`src/rtl/mul_bf16_issue_collect_if.sv`:
```
// Operand / result stream bundle between the bf16 issue-collect block, its
// producer, the strobe-only multiplier and the downstream result consumer.
interface mul_bf16_issue_collect_if;
  logic [31:0] op_in;
  logic        op_in_valid;
  logic        op_in_ready;
  logic [31:0] mul_operand;
  logic        mul_operand_stb;
  logic [15:0] mul_z;
  logic        mul_z_stb;
  logic [15:0] res_out;
  logic        res_valid;
  logic        res_ready;

  modport slave (
    input  op_in, op_in_valid, mul_z, mul_z_stb, res_ready,
    output op_in_ready, mul_operand, mul_operand_stb, res_out, res_valid
  );

  modport master (
    output op_in, op_in_valid, mul_z, mul_z_stb, res_ready,
    input  op_in_ready, mul_operand, mul_operand_stb, res_out, res_valid
  );
endinterface

```
`src/rtl/mul_bf16_issue_collect.sv`:
```
// Credit-gated issuer/collector around a fixed-latency, stall-free bf16 multiplier.
// Optional issue-to-result latency checker: define MUL_ISSUE_LAT_CHECK_EN.
module mul_bf16_issue_collect #(
  parameter int MUL_LATENCY = 2,
  parameter int FIFO_DEPTH  = 8,
  parameter int CNT_W       = 7
) (
  input  logic                  clk,
  input  logic                  rst_n,
  mul_bf16_issue_collect_if.slave bus,
  output logic [CNT_W-1:0]      inflight,
  output logic [CNT_W-1:0]      res_count,
  output logic                  lat_err
);
  localparam int AW = $clog2(FIFO_DEPTH);
  localparam logic signed [CNT_W:0] DEPTH_S = (CNT_W+1)'(FIFO_DEPTH);

  logic [31:0]         r_operand;
  logic                r_operand_stb;
  logic [CNT_W-1:0]    r_inflight;
  logic [CNT_W-1:0]    r_res_count;
  logic [AW-1:0]       r_wr_ptr;
  logic [AW-1:0]       r_rd_ptr;
  logic [15:0]         r_mem [FIFO_DEPTH];

  logic signed [CNT_W:0] w_credit;
  logic                w_credit_ok;
  logic                w_accept;
  logic                w_push;
  logic                w_pop;
  logic                w_res_valid;

  // Every issued operand reserves a FIFO slot, so a result can always land.
  assign w_credit    = DEPTH_S - signed'({1'b0, r_res_count}) - signed'({1'b0, r_inflight});
  assign w_credit_ok = !w_credit[CNT_W] && (w_credit != '0);

  assign w_accept    = bus.op_in_valid && bus.op_in_ready;
  assign w_push      = bus.mul_z_stb && (r_inflight != '0);
  assign w_res_valid = (r_res_count != '0);
  assign w_pop       = w_res_valid && bus.res_ready;

  assign bus.op_in_ready     = w_credit_ok && rst_n;
  assign bus.mul_operand     = r_operand;
  assign bus.mul_operand_stb = r_operand_stb;
  assign bus.res_valid       = w_res_valid;
  assign bus.res_out         = w_res_valid ? r_mem[r_rd_ptr] : 16'h0000;
  assign inflight            = r_inflight;
  assign res_count           = r_res_count;

  // Issue stage and occupancy counters
  always_ff @(posedge clk or negedge rst_n) begin
    if (!rst_n) begin
      r_operand     <= '0;
      r_operand_stb <= 1'b0;
      r_inflight    <= '0;
      r_res_count   <= '0;
      r_wr_ptr      <= '0;
      r_rd_ptr      <= '0;
    end else begin
      r_operand_stb <= w_accept;
      if (w_accept) r_operand <= bus.op_in;

      case ({w_accept, w_push})
        2'b10:   r_inflight <= r_inflight + CNT_W'(1);
        2'b01:   r_inflight <= r_inflight - CNT_W'(1);
        default: r_inflight <= r_inflight;
      endcase

      case ({w_push, w_pop})
        2'b10:   r_res_count <= r_res_count + CNT_W'(1);
        2'b01:   r_res_count <= r_res_count - CNT_W'(1);
        default: r_res_count <= r_res_count;
      endcase

      if (w_push) r_wr_ptr <= r_wr_ptr + AW'(1);
      if (w_pop)  r_rd_ptr <= r_rd_ptr + AW'(1);
    end
  end

  // Result storage carries no reset; emptiness is tracked by the count.
  always_ff @(posedge clk) begin
    if (w_push) r_mem[r_wr_ptr] <= bus.mul_z;
  end

`ifdef MUL_ISSUE_LAT_CHECK_EN
  logic [MUL_LATENCY-1:0] r_lat_sr;
  logic                   r_lat_err;

  // Oldest bit marks the cycle a result is due back from the multiplier.
  always_ff @(posedge clk or negedge rst_n) begin
    if (!rst_n) begin
      r_lat_sr  <= '0;
      r_lat_err <= 1'b0;
    end else begin
      r_lat_sr <= MUL_LATENCY'({r_lat_sr, r_operand_stb});
      if ((bus.mul_z_stb != r_lat_sr[MUL_LATENCY-1]) ||
          (bus.mul_z_stb && (r_inflight == '0)))
        r_lat_err <= 1'b1;
    end
  end

  assign lat_err = r_lat_err;
`else
  assign lat_err = 1'b0;
`endif

endmodule
```
`src/flat_wrapper.sv`:
```
// flat-port wrapper written by rule: the top's interface ports become plain ports
module mul_bf16_issue_collect_flat 
#(
  parameter int MUL_LATENCY = 2,
  parameter int FIFO_DEPTH  = 8,
  parameter int CNT_W       = 7
)
  (clk, rst_n, inflight, res_count, lat_err, bus_op_in, bus_op_in_valid, bus_mul_z, bus_mul_z_stb, bus_res_ready, bus_op_in_ready, bus_mul_operand, bus_mul_operand_stb, bus_res_out, bus_res_valid);
  mul_bf16_issue_collect_if bus_i ();
  input  logic clk;
  input  logic rst_n;
  output logic [CNT_W-1:0] inflight;
  output logic [CNT_W-1:0] res_count;
  output logic lat_err;
  input wire logic [$bits(bus_i.op_in)-1:0] bus_op_in;
  input wire logic [$bits(bus_i.op_in_valid)-1:0] bus_op_in_valid;
  input wire logic [$bits(bus_i.mul_z)-1:0] bus_mul_z;
  input wire logic [$bits(bus_i.mul_z_stb)-1:0] bus_mul_z_stb;
  input wire logic [$bits(bus_i.res_ready)-1:0] bus_res_ready;
  output wire logic [$bits(bus_i.op_in_ready)-1:0] bus_op_in_ready;
  output wire logic [$bits(bus_i.mul_operand)-1:0] bus_mul_operand;
  output wire logic [$bits(bus_i.mul_operand_stb)-1:0] bus_mul_operand_stb;
  output wire logic [$bits(bus_i.res_out)-1:0] bus_res_out;
  output wire logic [$bits(bus_i.res_valid)-1:0] bus_res_valid;
  assign bus_i.op_in = bus_op_in;
  assign bus_i.op_in_valid = bus_op_in_valid;
  assign bus_i.mul_z = bus_mul_z;
  assign bus_i.mul_z_stb = bus_mul_z_stb;
  assign bus_i.res_ready = bus_res_ready;
  assign bus_op_in_ready = bus_i.op_in_ready;
  assign bus_mul_operand = bus_i.mul_operand;
  assign bus_mul_operand_stb = bus_i.mul_operand_stb;
  assign bus_res_out = bus_i.res_out;
  assign bus_res_valid = bus_i.res_valid;
  mul_bf16_issue_collect #(.MUL_LATENCY(MUL_LATENCY), .FIFO_DEPTH(FIFO_DEPTH), .CNT_W(CNT_W)) u_core (.clk(clk), .rst_n(rst_n), .bus(bus_i), .inflight(inflight), .res_count(res_count), .lat_err(lat_err));
endmodule
```
`config.mk`:
```
export PLATFORM = sky130hd
export DESIGN_NAME = mul_bf16_issue_collect_flat
export DESIGN_NICKNAME = d
export VERILOG_FILES = /design/src/rtl/mul_bf16_issue_collect_if.sv /design/src/rtl/mul_bf16_issue_collect.sv /design/src/flat_wrapper.sv
export SDC_FILE = /design/constraint.sdc
export NUM_CORES = 1
export LEC_CHECK = 0
export BUFFER_PORTS_ARGS = -buffer_cell sky130_fd_sc_hd__buf_2
export CORE_UTILIZATION = 40
export CTS_BUF_LIST = sky130_fd_sc_hd__clkbuf_2
export DETAILED_ROUTE_END_ITERATION = 10
export MAX_ROUTING_LAYER = met4
export PLACE_DENSITY = 0.69
export SLEW_MARGIN = 25
export SYNTH_ARGS = -nofsm -noshare
export SYNTH_HDL_FRONTEND = slang
export SYNTH_SLANG_ARGS = --single-unit
```
`constraint.sdc`:
```
create_clock -name clk -period 5.8 [get_ports clk]
set_input_delay 1.74 -clock clk [delete_from_list [all_inputs] [get_ports clk]]
set_output_delay 1.74 -clock clk [all_outputs]
set_load 0.01 [all_outputs]
```
==> flow_summary.ini <==
[status]
status = finished clean

[critical_path]
critical_path.cell_chain = ha_1 > inv_1 > ha_1 > inv_1 > fa_1 > nand2b_2 > a21o_1 > a211oi_1 > o211a_1 > buf_2
cp-start-kind = flop
worstSetupPathType = flop to output port
cp-end-kind = output port
cp.arrival_ns = 3.46
worstPathMaxFanout = 6
cpLargestDelayFamily = adder cells
crit_required_ns = 4.06
max_stage_delay_ns = 0.53
path_buf_inv = 3
cp_slowest_cell = dfrtp_1

[timing]
finalSetupViolCount = 0
tightest_slew_ns = 1.02
slew_headroom = 0.316
fin_crit_sh = 0.896
rsz0062_at_grt = false
finalSetupTns_ns = 0
finalCriticalPeriod_ns = 5.20
fin_hold_ws_ns = 0.494
max_freq_mhz = 192
fin_skew_ns = 0.0278
finalHoldViolations = 0
slew_violations = 0

[routing]
wirelength_um = 15700
wl_per_cell_um = 17.9
first_pass_iters = 6
route.detailed.drc = 0
vias = 4487
drt_iter0_markers = 242
ant_nets = 0
routed_via_density = 5.09

[logic_synthesis]
synth-edff-count = 128
ys_ff_latch = 181
yosysWarnings = 0
syn-cell-area_um2 = 8060
ys_types = 51
yosysMostFrequentCell = edfxtp_1
synth.area.top_cells = edfxtp_1 48%, dfrtp_1 16%, mux4_2 8.9%
synth_top_area_frac = 0.477
syn_area_per_cell_um2 = 16.9
synth-main-ff-cell = edfxtp_1
synth_common_cells = 128 x edfxtp_1, 53 x dfrtp_1, 32 x inv_1, 32 x mux4_2, 28 x mux2_4
async_reset_ff_frac = 0.293
yosysTopAreaCell = edfxtp_1
synth.yosys.seq_area_share = 0.641
synth_nets = 560
synthesis.instances = 477

[placed_design]
gp_congestion = 0.854
dp.final_hpwl_um = 10400
port_buffers = 117

[finish]
drive_gt1_frac = 0.386
area_growth_pct = 14.4
nNetsFinal = 686
antenna_cells = 0

[floorplan]
ios = 119
die_x_um = 144
initial_core_util = 0.412
fp.coreArea_um2 = 19600
dieArea_um2 = 20700
rows = 51
die_y_um = 144

[min_path]
min_path_type = flop to flop

[power]
powerDensity_nw_per_um2 = 554
vdd_drop_max_mv = 0.545
p_leak_nw = 3.71

[clocking]
root_buffer = clkbuf_2
post_cts_buffers = 0
cts_sinks = 181
clkTransAtPathRegs_ns = 0.27
postCtsHoldBufs = 0
post_cts_resized = 0
cts_inserted_buffers = 17
tritoncts = yes
htreeDepth = 4
clockBufferDepth = 2
clock_latency_ns = 0.77

[grt]
grt_use_total = 0.167
antenna_found_initial = 0
first_global_vias = 4724
overflow = 0
grt_max_degree = 34
grt_pass1_wl_um = 24700

[run]
cap_violations = 0
[cell type report]
cell class | instances | area, um2
Timing Repair Buffer | 124 | 638
Tap cell | 265 | 332
Inverter | 32 | 120
Fill cell | 1696 | 10400
Multi-Input combinational cell | 247 | 2710
Sequential cell | 181 | 5170
Clock buffer | 18 | 90.1
Clock inverter | 14 | 160
[registers in the layout, summed over array words and instances (netlist names)]
signal	flops
u_core.bus.mul_operand	32
u_core.bus.mul_operand_stb	1
u_core.inflight	7
u_core.r_mem	128
u_core.r_rd_ptr	3
u_core.r_wr_ptr	3
u_core.res_count	7
[cells in the final DEF, fill, tap and decap left out, types with 3 or more instances in the layout]
cell type     n
nand3_1       4
buf_2       117
edfxtp_1    128
xnor2_1      10
fa_1          3
nand3b_1      3
nor2_1       18
or4_1         4
a21o_1        5
nor3b_1       3
clkinvlp_4    3
inv_1        32
nor2_4        5
nand2_1      15
inv_6         3
or3b_2        3
ha_1         27
nor4_1        4
buf_4         7
mux4_2       32
dfrtp_1      52
inv_8         5
a21oi_1       6
o21ai_0      13
clkbuf_2     18
nand2b_1      4
mux2_2        4
mux2i_1      16
xor2_1        4
mux2_4       28
nor2b_1       3
a211o_1       3
[stage by stage]
step | std cells | instance area (um2) | util | setup slack, ns | power, mW
floorplan | 477 | 8060 | - | 1.59 | 3.80
global placement | 849 | 8950 | 0.457 | 1.49 | 4.41
detailed placement | 849 | 8960 | 0.457 | 1.44 | 4.50
CTS | 881 | 9210 | 0.470 | 0.549 | 5.15
global route | 881 | 9220 | 0.471 | 0.348 | 5.48
finish | 881 | 9220 | 0.471 | 0.603 | 5.11
[power by group]
group | internal, mW | total, mW | switching [mW]
Clock | 0.180 | 0.654 | 0.474
Sequential | 1.72 | 1.96 | 0.239
Combinational | 1.22 | 2.49 | 1.27
Total | 3.12 | 5.11 | 1.98
[worst paths after layout]
check / start / to / slack (ns) / depth (start not counted)
worst min-delay path: u_core.r_rd_ptr[2] / u_core.r_rd_ptr[2] / 0.49 / 1
worst max register to register: u_core.res_count[1] / u_core.inflight[5] / 1.57 / 16
worst max-delay path: u_core.res_count[1] / bus_op_in_ready / 0.60 / 10
min in group asynchronous: rst_n / u_core.inflight[3] / 0.91 / 1
worst min register to register: u_core.r_rd_ptr[2] / u_core.r_rd_ptr[2] / 0.49 / 1
max in group asynchronous: rst_n / u_core.bus.mul_operand[18] / 4.06 / 2
[cell families (layout without fill, tap and decap cells)]
kind of cell,Yosys count,count (layout),synth area share
compound gates,41,41,0.0397
other cells,1,1,0.000465
simple gates,80,80,0.0557
fa+ha+maj,30,30,0.0494
mux,81,81,0.168
flops,181,181,0.641
buf+inv,49,188,0.0298
xor+xnor,14,14,0.0152
[layer usage]
layer	part of all wire	global-route usage
met5	0	-
met2	0.50	0.272
met3	0.050	0.0420
met4	0.0089	0.0431
met1	0.44	0.207
Power figures use the tool's default switching activity.
